### config.mk
export PLATFORM = sky130hd
export DESIGN_NAME = ppu_oam_writer_flat
export DESIGN_NICKNAME = d
export VERILOG_FILES = /design/src/rtl/ppu_oam_writer_if.sv /design/src/rtl/ppu_oam_writer.sv /design/src/flat_wrapper.sv
export SDC_FILE = /design/constraint.sdc
export NUM_CORES = 1
export LEC_CHECK = 0
export ABC_AREA = 1
export CORE_ASPECT_RATIO = 0.9
export CORE_MARGIN = 5
export CORE_UTILIZATION = 55
export CTS_CLUSTER_SIZE = 20
export DETAILED_ROUTE_END_ITERATION = 7
export DONT_BUFFER_PORTS = 1
export GPL_ROUTABILITY_DRIVEN = 0
export GPL_TIMING_DRIVEN = 0
export PLACE_DENSITY = 0.7
export SLEW_MARGIN = 40
export SYNTH_ARGS = -nofsm -noshare
export SYNTH_HDL_FRONTEND = slang
export SYNTH_SLANG_ARGS = --single-unit
### constraint.sdc
create_clock -name clk -period 1.7 [get_ports clk]
set_input_delay 0.255 -clock clk [delete_from_list [all_inputs] [get_ports clk]]
set_output_delay 0.255 -clock clk [all_outputs]
set_load 0.02 [all_outputs]
### src/rtl/ppu_oam_writer_if.sv
// Bus bundle between the OAM writer and the CPU, DMA source, SPRAM port and sprite loader.
// Signal directions are named from the writer's point of view (i_ into it, o_ out of it).
interface ppu_oam_writer_if;
    logic        i_oamaddr_wr;
    logic        i_oamdata_wr;
    logic        i_oamdata_rd;
    logic [7:0]  i_cpu_data_in;
    logic [7:0]  o_cpu_data_out;
    logic        o_rd_valid;
    logic        i_dma_start;
    logic [7:0]  i_dma_page;
    logic [15:0] o_dma_bus_addr;
    logic        o_dma_bus_rd;
    logic [7:0]  i_dma_bus_data_in;
    logic        o_cpu_halt;
    logic        i_loader_busy;
    logic [7:0]  o_spram_addr;
    logic [7:0]  o_spram_data_out;
    logic        o_spram_we;
    logic [7:0]  i_spram_data_in;
    logic [7:0]  o_oam_addr;
    logic        o_wr_drop;

    modport slave (
        input  i_oamaddr_wr, i_oamdata_wr, i_oamdata_rd, i_cpu_data_in,
        input  i_dma_start, i_dma_page, i_dma_bus_data_in, i_loader_busy, i_spram_data_in,
        output o_cpu_data_out, o_rd_valid, o_dma_bus_addr, o_dma_bus_rd, o_cpu_halt,
        output o_spram_addr, o_spram_data_out, o_spram_we, o_oam_addr, o_wr_drop
    );

    modport master (
        output i_oamaddr_wr, i_oamdata_wr, i_oamdata_rd, i_cpu_data_in,
        output i_dma_start, i_dma_page, i_dma_bus_data_in, i_loader_busy, i_spram_data_in,
        input  o_cpu_data_out, o_rd_valid, o_dma_bus_addr, o_dma_bus_rd, o_cpu_halt,
        input  o_spram_addr, o_spram_data_out, o_spram_we, o_oam_addr, o_wr_drop
    );
endinterface

### src/rtl/ppu_oam_writer.sv
// PPU OAM write side: OAMADDR/OAMDATA CPU access, single-entry pending write buffer, 256-byte OAM DMA.
// Optional macro OAM_ATTR_MASK_EN clears attribute bits 4:2 on every write to byte 2 of a sprite.
module ppu_oam_writer (
    input  logic             clk,
    input  logic             rst,
    ppu_oam_writer_if.slave  bus
);

    localparam logic [2:0] S_IDLE  = 3'd0;
    localparam logic [2:0] S_ALIGN = 3'd1;
    localparam logic [2:0] S_READ  = 3'd2;
    localparam logic [2:0] S_WRITE = 3'd3;
    localparam logic [2:0] S_HOLD  = 3'd4;
    localparam logic [2:0] S_DONE  = 3'd5;

`ifdef OAM_ATTR_MASK_EN
    localparam bit MASK_EN = 1'b1;
`else
    localparam bit MASK_EN = 1'b0;
`endif

    logic [2:0] r_state;
    logic [7:0] r_page;
    logic [7:0] r_cnt;
    logic       r_align_extra;
    logic       r_par;
    logic [7:0] r_oam_addr;
    logic       r_pend_valid;
    logic [7:0] r_pend_addr;
    logic [7:0] r_pend_data;
    logic [7:0] r_dma_buf;
    logic       r_rd_valid;
    logic       r_rd_blocked;
    logic       r_wr_drop;

    logic       w_cpu_ok;
    logic       w_addr_wr;
    logic       w_data_wr;
    logic       w_data_rd;
    logic       w_drain;
    logic       w_direct_wr;
    logic       w_capture;
    logic       w_drop;
    logic       w_dma_wr;
    logic [7:0] w_dma_data;

    function automatic logic [7:0] f_mask(input logic [7:0] addr, input logic [7:0] data);
        f_mask = (MASK_EN && addr[1:0] == 2'b10) ? (data & 8'hE3) : data;
    endfunction

    // CPU register accesses are only honoured while no DMA is running.
    assign w_cpu_ok    = (r_state == S_IDLE) && !rst;
    assign w_addr_wr   = w_cpu_ok && bus.i_oamaddr_wr;
    assign w_data_wr   = w_cpu_ok && bus.i_oamdata_wr && !bus.i_oamaddr_wr;
    assign w_data_rd   = w_cpu_ok && bus.i_oamdata_rd;
    assign w_drain     = r_pend_valid && !bus.i_loader_busy && !rst;
    assign w_direct_wr = w_data_wr && !bus.i_loader_busy && !w_drain;
    assign w_capture   = w_data_wr && (bus.i_loader_busy ? !r_pend_valid : w_drain);
    assign w_drop      = w_data_wr && bus.i_loader_busy && r_pend_valid;
    assign w_dma_wr    = !rst && !bus.i_loader_busy && (r_state == S_WRITE || r_state == S_HOLD);
    assign w_dma_data  = (r_state == S_WRITE) ? bus.i_dma_bus_data_in : r_dma_buf;

    // A draining pending entry owns the port, so it is older than any write arriving alongside it.
    always_comb begin
        bus.o_spram_we       = 1'b0;
        bus.o_spram_addr     = 8'h00;
        bus.o_spram_data_out = 8'h00;
        if (w_drain) begin
            bus.o_spram_we       = 1'b1;
            bus.o_spram_addr     = r_pend_addr;
            bus.o_spram_data_out = f_mask(r_pend_addr, r_pend_data);
        end else if (w_direct_wr) begin
            bus.o_spram_we       = 1'b1;
            bus.o_spram_addr     = r_oam_addr;
            bus.o_spram_data_out = f_mask(r_oam_addr, bus.i_cpu_data_in);
        end else if (w_dma_wr) begin
            bus.o_spram_we       = 1'b1;
            bus.o_spram_addr     = r_oam_addr;
            bus.o_spram_data_out = f_mask(r_oam_addr, w_dma_data);
        end else if (w_data_rd) begin
            bus.o_spram_addr     = r_oam_addr;
        end
    end

    assign bus.o_dma_bus_rd   = !rst && (r_state == S_READ);
    assign bus.o_dma_bus_addr = bus.o_dma_bus_rd ? {r_page, r_cnt} : 16'h0000;
    assign bus.o_cpu_halt     = !rst && (r_state != S_IDLE);
    assign bus.o_oam_addr     = r_oam_addr;
    assign bus.o_wr_drop      = r_wr_drop;
    assign bus.o_rd_valid     = r_rd_valid;
    assign bus.o_cpu_data_out = r_rd_valid ? (r_rd_blocked ? 8'hFF : bus.i_spram_data_in) : 8'h00;

    // A read whose request cycle lost the port to the loader or to a write returns all ones.
    always_ff @(posedge clk) begin
        if (rst) begin
            r_par        <= 1'b0;
            r_oam_addr   <= 8'h00;
            r_pend_valid <= 1'b0;
            r_pend_addr  <= 8'h00;
            r_pend_data  <= 8'h00;
            r_rd_valid   <= 1'b0;
            r_rd_blocked <= 1'b0;
            r_wr_drop    <= 1'b0;
        end else begin
            r_par        <= ~r_par;
            r_rd_valid   <= w_data_rd;
            r_rd_blocked <= bus.i_loader_busy || w_drain || w_direct_wr;
            if (w_drop)
                r_wr_drop <= 1'b1;
            if (w_capture) begin
                r_pend_valid <= 1'b1;
                r_pend_addr  <= r_oam_addr;
                r_pend_data  <= bus.i_cpu_data_in;
            end else if (w_drain) begin
                r_pend_valid <= 1'b0;
            end
            if (w_addr_wr)
                r_oam_addr <= bus.i_cpu_data_in;
            else if (w_data_wr || w_dma_wr)
                r_oam_addr <= r_oam_addr + 8'd1;
        end
    end

    // DMA sequencer; the extra ALIGN cycle when par was 1 models the CPU's odd-cycle alignment.
    always_ff @(posedge clk) begin
        if (rst) begin
            r_state       <= S_IDLE;
            r_page        <= 8'h00;
            r_cnt         <= 8'h00;
            r_align_extra <= 1'b0;
            r_dma_buf     <= 8'h00;
        end else begin
            case (r_state)
                S_IDLE: begin
                    if (bus.i_dma_start) begin
                        r_page        <= bus.i_dma_page;
                        r_cnt         <= 8'h00;
                        r_align_extra <= r_par;
                        r_state       <= S_ALIGN;
                    end
                end
                S_ALIGN: begin
                    if (r_align_extra)
                        r_align_extra <= 1'b0;
                    else if (!r_pend_valid)
                        r_state <= S_READ;
                end
                S_READ: r_state <= S_WRITE;
                S_WRITE, S_HOLD: begin
                    if (r_state == S_WRITE)
                        r_dma_buf <= bus.i_dma_bus_data_in;
                    if (bus.i_loader_busy) begin
                        r_state <= S_HOLD;
                    end else begin
                        r_cnt   <= r_cnt + 8'd1;
                        r_state <= (r_cnt == 8'hFF) ? S_DONE : S_READ;
                    end
                end
                S_DONE:  r_state <= S_IDLE;
                default: r_state <= S_IDLE;
            endcase
        end
    end

endmodule
### src/flat_wrapper.sv
// flat-port wrapper written by rule: the top's interface ports become plain ports
module ppu_oam_writer_flat 
  (clk, rst, bus_i_oamaddr_wr, bus_i_oamdata_wr, bus_i_oamdata_rd, bus_i_cpu_data_in, bus_i_dma_start, bus_i_dma_page, bus_i_dma_bus_data_in, bus_i_loader_busy, bus_i_spram_data_in, bus_o_cpu_data_out, bus_o_rd_valid, bus_o_dma_bus_addr, bus_o_dma_bus_rd, bus_o_cpu_halt, bus_o_spram_addr, bus_o_spram_data_out, bus_o_spram_we, bus_o_oam_addr, bus_o_wr_drop);
  ppu_oam_writer_if bus_i ();
  input  logic clk;
  input  logic rst;
  input wire logic [$bits(bus_i.i_oamaddr_wr)-1:0] bus_i_oamaddr_wr;
  input wire logic [$bits(bus_i.i_oamdata_wr)-1:0] bus_i_oamdata_wr;
  input wire logic [$bits(bus_i.i_oamdata_rd)-1:0] bus_i_oamdata_rd;
  input wire logic [$bits(bus_i.i_cpu_data_in)-1:0] bus_i_cpu_data_in;
  input wire logic [$bits(bus_i.i_dma_start)-1:0] bus_i_dma_start;
  input wire logic [$bits(bus_i.i_dma_page)-1:0] bus_i_dma_page;
  input wire logic [$bits(bus_i.i_dma_bus_data_in)-1:0] bus_i_dma_bus_data_in;
  input wire logic [$bits(bus_i.i_loader_busy)-1:0] bus_i_loader_busy;
  input wire logic [$bits(bus_i.i_spram_data_in)-1:0] bus_i_spram_data_in;
  output wire logic [$bits(bus_i.o_cpu_data_out)-1:0] bus_o_cpu_data_out;
  output wire logic [$bits(bus_i.o_rd_valid)-1:0] bus_o_rd_valid;
  output wire logic [$bits(bus_i.o_dma_bus_addr)-1:0] bus_o_dma_bus_addr;
  output wire logic [$bits(bus_i.o_dma_bus_rd)-1:0] bus_o_dma_bus_rd;
  output wire logic [$bits(bus_i.o_cpu_halt)-1:0] bus_o_cpu_halt;
  output wire logic [$bits(bus_i.o_spram_addr)-1:0] bus_o_spram_addr;
  output wire logic [$bits(bus_i.o_spram_data_out)-1:0] bus_o_spram_data_out;
  output wire logic [$bits(bus_i.o_spram_we)-1:0] bus_o_spram_we;
  output wire logic [$bits(bus_i.o_oam_addr)-1:0] bus_o_oam_addr;
  output wire logic [$bits(bus_i.o_wr_drop)-1:0] bus_o_wr_drop;
  assign bus_i.i_oamaddr_wr = bus_i_oamaddr_wr;
  assign bus_i.i_oamdata_wr = bus_i_oamdata_wr;
  assign bus_i.i_oamdata_rd = bus_i_oamdata_rd;
  assign bus_i.i_cpu_data_in = bus_i_cpu_data_in;
  assign bus_i.i_dma_start = bus_i_dma_start;
  assign bus_i.i_dma_page = bus_i_dma_page;
  assign bus_i.i_dma_bus_data_in = bus_i_dma_bus_data_in;
  assign bus_i.i_loader_busy = bus_i_loader_busy;
  assign bus_i.i_spram_data_in = bus_i_spram_data_in;
  assign bus_o_cpu_data_out = bus_i.o_cpu_data_out;
  assign bus_o_rd_valid = bus_i.o_rd_valid;
  assign bus_o_dma_bus_addr = bus_i.o_dma_bus_addr;
  assign bus_o_dma_bus_rd = bus_i.o_dma_bus_rd;
  assign bus_o_cpu_halt = bus_i.o_cpu_halt;
  assign bus_o_spram_addr = bus_i.o_spram_addr;
  assign bus_o_spram_data_out = bus_i.o_spram_data_out;
  assign bus_o_spram_we = bus_i.o_spram_we;
  assign bus_o_oam_addr = bus_i.o_oam_addr;
  assign bus_o_wr_drop = bus_i.o_wr_drop;
  ppu_oam_writer u_core (.clk(clk), .rst(rst), .bus(bus_i));
endmodule
=== Yosys cells after proc, flatten, opt, wreduce, memory -nomap -nowiden ===
Cells that the tools add are included.

* Register bits after elaboration: 57
* Word-level logic and storage cells: 91

* Add/subtract/negate cells: 2
* Equality and inequality tests: 9
* Mux-type cells: 30
* Bitwise operators: 1
* Reductions and logical operators: 36

{| class="wikitable"
|+ Operator list
! kind !! count
|-
| $mux W8 || 14
|-
| $add A8 B1 Y8 const B || 2
|-
| $logic_and A1 B1 Y1 || 16
|-
| $mux W16 || 1
|-
| $pmux W8 S2 || 1
|-
| $mux W3 || 5
|-
| $pmux W3 S4 || 1
|-
| $eq A8 B8 Y1 const B || 1
|-
| $ne A2 B2 Y1 const B || 4
|-
| $reduce_bool A2 Y1 || 4
|-
| $mux W1 || 7
|-
| $eq A3 B2 Y1 const B || 2
|-
| $reduce_and A3 Y1 || 2
|-
| $logic_not A1 Y1 || 5
|-
| $logic_or A1 B1 Y1 || 4
|-
| $reduce_and A2 Y1 || 2
|-
| $eq A3 B1 Y1 const B || 1
|-
| $eq A3 B3 Y1 const B || 1
|-
| $logic_not A3 Y1 || 1
|-
| $reduce_bool A3 Y1 || 1
|-
| $pmux W1 S2 || 1
|-
| $reduce_or A2 Y1 || 1
|-
| $not A1 Y1 || 1
|}

=== Depth between registers and ports, before layout ===
* Word-level depth: 8
* Gate-level depth with buffers: 10
* Mapped depth without buffers: 10

=== Worst setup path before layout ===
Ideal clock, no wire load.

* Kind: reg-to-output
* Start point: register u_core.r_state[0]
* End point: output port bus_o_dma_bus_addr[10]
* Data arrival time: 1807 ps
* Slack: -362 ps
* Cell stages (with the launch flop): 7
* Cell sequence: dfxtp_1 > nor2_4 > inv_1 > nor3_1 > inv_2 > clkbuf_1 > nor2_1

* Cells in the longest elaborated chain, start to end: 3

{| class="wikitable"
|+ RTL lines
! item !! line !! RTL
|-
| start, declared || ppu_oam_writer.sv:22 || <nowiki>logic [2:0] r_state;</nowiki>
|-
| start signal, assigned || ppu_oam_writer.sv:156 || <nowiki>r_state <= (r_cnt == 8'hFF) ? S_DONE : S_READ;</nowiki>
|-
| $eq A3 B2 Y1 || ppu_oam_writer.sv:85 || <nowiki>assign bus.o_dma_bus_rd = !rst && (r_state == S_READ);</nowiki>
|-
| $logic_and A1 B1 Y1 || ppu_oam_writer.sv:85 ||
|-
| via bus_o_dma_bus_rd || flat_wrapper.sv:19 || <nowiki>output wire logic [$bits(bus_i.o_dma_bus_rd)-1:0] bus_o_dma_bus_rd;</nowiki>
|-
| $mux W16 || ppu_oam_writer.sv:86 || <nowiki>assign bus.o_dma_bus_addr = bus.o_dma_bus_rd ? {r_page, r_cnt} : 16'h0000;</nowiki>
|-
| end, declared || flat_wrapper.sv:18 || <nowiki>output wire logic [$bits(bus_i.o_dma_bus_addr)-1:0] bus_o_dma_bus_addr;</nowiki>
|}

The timed path passes the listed nets, and every way through them passes these cells.

=== Final worst setup path ===
* Start point: register u_core.r_state[2]
* End point: output port bus_o_spram_addr[2]

* Cells in the longest elaborated chain, start to end: 8
* Elaborated cells on any way between the ends: 15

{| class="wikitable"
|+ RTL lines
! item !! line !! RTL
|-
| $logic_not A3 Y1 || ppu_oam_writer.sv:52 || <nowiki>assign w_cpu_ok = (r_state == S_IDLE) && !rst;</nowiki>
|-
| $logic_and A1 B1 Y1 || ppu_oam_writer.sv:52 ||
|-
| $logic_and A1 B1 Y1 (2 in series) || ppu_oam_writer.sv:54 || <nowiki>assign w_data_wr = w_cpu_ok && bus.i_oamdata_wr && !bus.i_oamaddr_wr;</nowiki>
|-
| $logic_and A1 B1 Y1 (2 in series) || ppu_oam_writer.sv:57 || <nowiki>assign w_direct_wr = w_data_wr && !bus.i_loader_busy && !w_drain;</nowiki>
|-
| $mux W8 * || ppu_oam_writer.sv:72 || <nowiki>end else if (w_direct_wr) begin</nowiki>
|-
| $mux W8 * || ppu_oam_writer.sv:68 || <nowiki>if (w_drain) begin</nowiki>
|-
| end, declared || flat_wrapper.sv:21 || <nowiki>output wire logic [$bits(bus_i.o_spram_addr)-1:0] bus_o_spram_addr;</nowiki>
|}

Mark *: on every way between the ends. The rest lies on a longest branch, timed or not.

==> flow_summary.json <==
{
  "cts_buffers": 9,
  "die_h_um": 81.69,
  "hpwl_mm": 6.320,
  "criticalPathCategory": "flop to output port",
  "worstSetupStartpointType": "flop",
  "worst_slack_ns": -0.2977,
  "dr.first_iter.drc_count": 156,
  "violations": "setup timing",
  "pin_count": 92,
  "clock_path_buffers": 2,
  "ant_nets": 0,
  "clock_latency_ns": 0.34,
  "syn_avg_cell_area_um2": 6.158,
  "cts_tree": "yes",
  "dp_cells": 580,
  "fin_crit_sh_pct": 117.5,
  "fin_area_um2": 3851,
  "synth_cell_types": 29,
  "via_per_inst": 5.311,
  "p_per_area_nw_per_um2": 1186,
  "hold_violations": 0,
  "grt_start_max_net_pins": 11,
  "max-slew-margin-rel_pct": 65.46,
  "leakagePower_nw": 1.681,
  "ys_ff_latch": 57,
  "period_needed_ns": 1.998,
  "arrival_ns": 1.74,
  "synth_top_cell_by_area": "dfxtp_1",
  "maxCapViolCount": 0,
  "port_buffers": 0,
  "maxSlewViolCount": 0,
  "htreeDepth": 3,
  "drt_pre_antenna_iters": 4,
  "path_clk_slew_ns": 0.06,
  "syn_area_um2": 3141,
  "fin_skew_ns": 0.005915,
  "stdcell_count": 608,
  "avgRoutedWirePerCell_um": 14.15,
  "finalSetupViolCount": 33,
  "multi_input_area_um2": 1914,
  "crit_fanout": 10,
  "syn-num-nets": 551,
  "cts.sinks": 57,
  "cts_hold_buf": 0,
  "core_area_um2": 5628,
  "synthTopCellsByArea": "dfxtp_1 36%, nand2_1 15%, nor2_1 13%",
  "synth_top_area_share_pct": 36.33,
  "vdd_drop_max_uv": 770.9,
  "die_area_um2": 7323,
  "die_w_um": 89.65,
  "num_vias": 3229,
  "initial_core_util_pct": 55.80,
  "ys_seq_area_share_pct": 36.33,
  "setup_tns_ns": -8.145,
  "grt.total_usage_pct": 24.74,
  "drc": 0,
  "max_freq_mhz": 500.6,
  "grt_pass1_vias": 3090,
  "drive_gt1_share_pct": 20.26,
  "placed_area_um2": 3286,
  "rsz0062_at_grt": "yes",
  "area_delta_synth_final_pct": 22.63,
  "grt_antenna_before_repair": 0,
  "final_nets": 575,
  "cts_root_buf": "clkbuf_8",
  "diodes": 0,
  "grt_pass1_wl_mm": 14.04,
  "fillerInstances": 523,
  "synth_warnings": 0,
  "rows": 26,
  "post_synth_inst_count": 510,
  "worst_slew_pin_slew_ns": 0.5182,
  "status": "finished, violations left",
  "min_path_type": "input pin to flop",
  "worstPathRequired_ns": 1.44,
  "wirelength_mm": 8.603,
  "grt-ovfl-total": 0,
  "endpoint_kind": "output port",
  "final_core_util_pct": 68.43,
  "seqCellArea_um2": 1151
}
per-stage QoR:
step | hold WS, ns | power (mW) | setup WS, ns
detailed placement | 0.4032 | 3.067 | -0.2796
global route | 0.07375 | 4.868 | -0.3985
CTS | 0.05924 | 4.551 | -0.3038
global placement | 0.3981 | 3.034 | -0.2633
finish | 0.06984 | 4.568 | -0.2977
floorplan | 0.3856 | 2.782 | -0.04250
cell families (layout without fill, tap and decap cells):
| family | count (synthesis) | count (layout) | synth area share (%) |
|---|---|---|---|
| AOI/OAI and AO/OA | 75 | 75 | 12.19 |
| xor gates and xnor gates | 4 | 4 | 1.115 |
| adders and majority gates | 2 | 2 | 0.7967 |
| buffers and inverters | 86 | 114 | 11.19 |
| DFF | 57 | 57 | 36.33 |
| and+or+nand+nor | 286 | 286 | 38.37 |
sequential cells by signal (all words and copies together), names as in the netlist, 3 cells and up:
name and cells:
u_core.r_state 3, u_core.bus.o_oam_addr 8, u_core.r_pend_addr 8, u_core.r_cnt 8, u_core.r_page 8, u_core.r_pend_data 8, u_core.r_dma_buf 8
what timing repair did:
| item | CTS | global route |
|---|---|---|
| pin swaps | 9 | 5 |
| gates cloned | 1 | 0 |
| buffers inserted | 9 | 3 |
| endpoints found under the setup margin | 33 | 41 |
| gates resized for setup | 64 | 17 |
power by group:
part           leakage [nW]  internal [mW]  switching, mW
Clock                 0.102          0.744          0.529
Sequential            0.467           1.54          0.259
Combinational          1.11          0.487           1.01
worst paths after layout:
check / start / end / slack (ns) / depth (start not counted)
setup reg to reg: u_core.r_state[2] / u_core.r_pend_data[6] / 0.08 / 9
hold / removal: bus_i_cpu_data_in[7] / u_core.r_pend_data[7] / 0.07 / 2
setup / recovery: u_core.r_state[2] / bus_o_spram_addr[2] / -0.30 / 8
hold reg to reg: u_core.r_par / u_core.r_par / 0.42 / 1
worst max-delay path: stages (launching register included):
cell     delay [ns]
dfxtp_2        0.35
nor2_4         0.15
buf_4          0.14
nand4_4        0.10
nor2_4         0.18
nand2_4        0.13
nand3_4        0.14
nand2_1        0.09
nand2_2        0.13
area by class of cell:
cell class,instances,area share (%)
multi-input cells,367,49.71
flip-flops and latches,57,29.89
inverters,68,6.823
clock buffers,12,4.029
plain buffers,18,3.509
repair buffers,13,2.729
well taps,70,2.274
clock inverters,3,1.040
layer usage:
layer,routed length [um],vias to the layer above,track usage (%)
li1,-,1645,-
met1,3648,1470,29.40
met2,3999,96,41.59
met3,796,18,9.829
met4,159,0,6.101
met5,0,-,0
cell usage after synthesis, drive strengths merged:
library cell  count
nand2           125
nor2            113
inv              67
dfxtp            57
o21ai            48
nand3            35
a21oi            23
buf              10
clkbuf            8
nand4             6
nor3              5
xor2              4
a31oi             2
ha                2
nand3b            2
a21boi            1
clkinv            1
o211ai            1
placed cells by master, fill, tap and decap left out, drive strengths merged, types with 2 or more instances in the layout:
cell and count:
o21ai 48, dfxtp 57, buf 23, a31oi 2, xor2 4, clkinv 2, nor3 5, nor2 113
ha 2, a21oi 23, nand2 125, nand3b 2, nand4 6, inv 68, nand3 35, clkbuf 20
(Power assumes the default switching activity.)
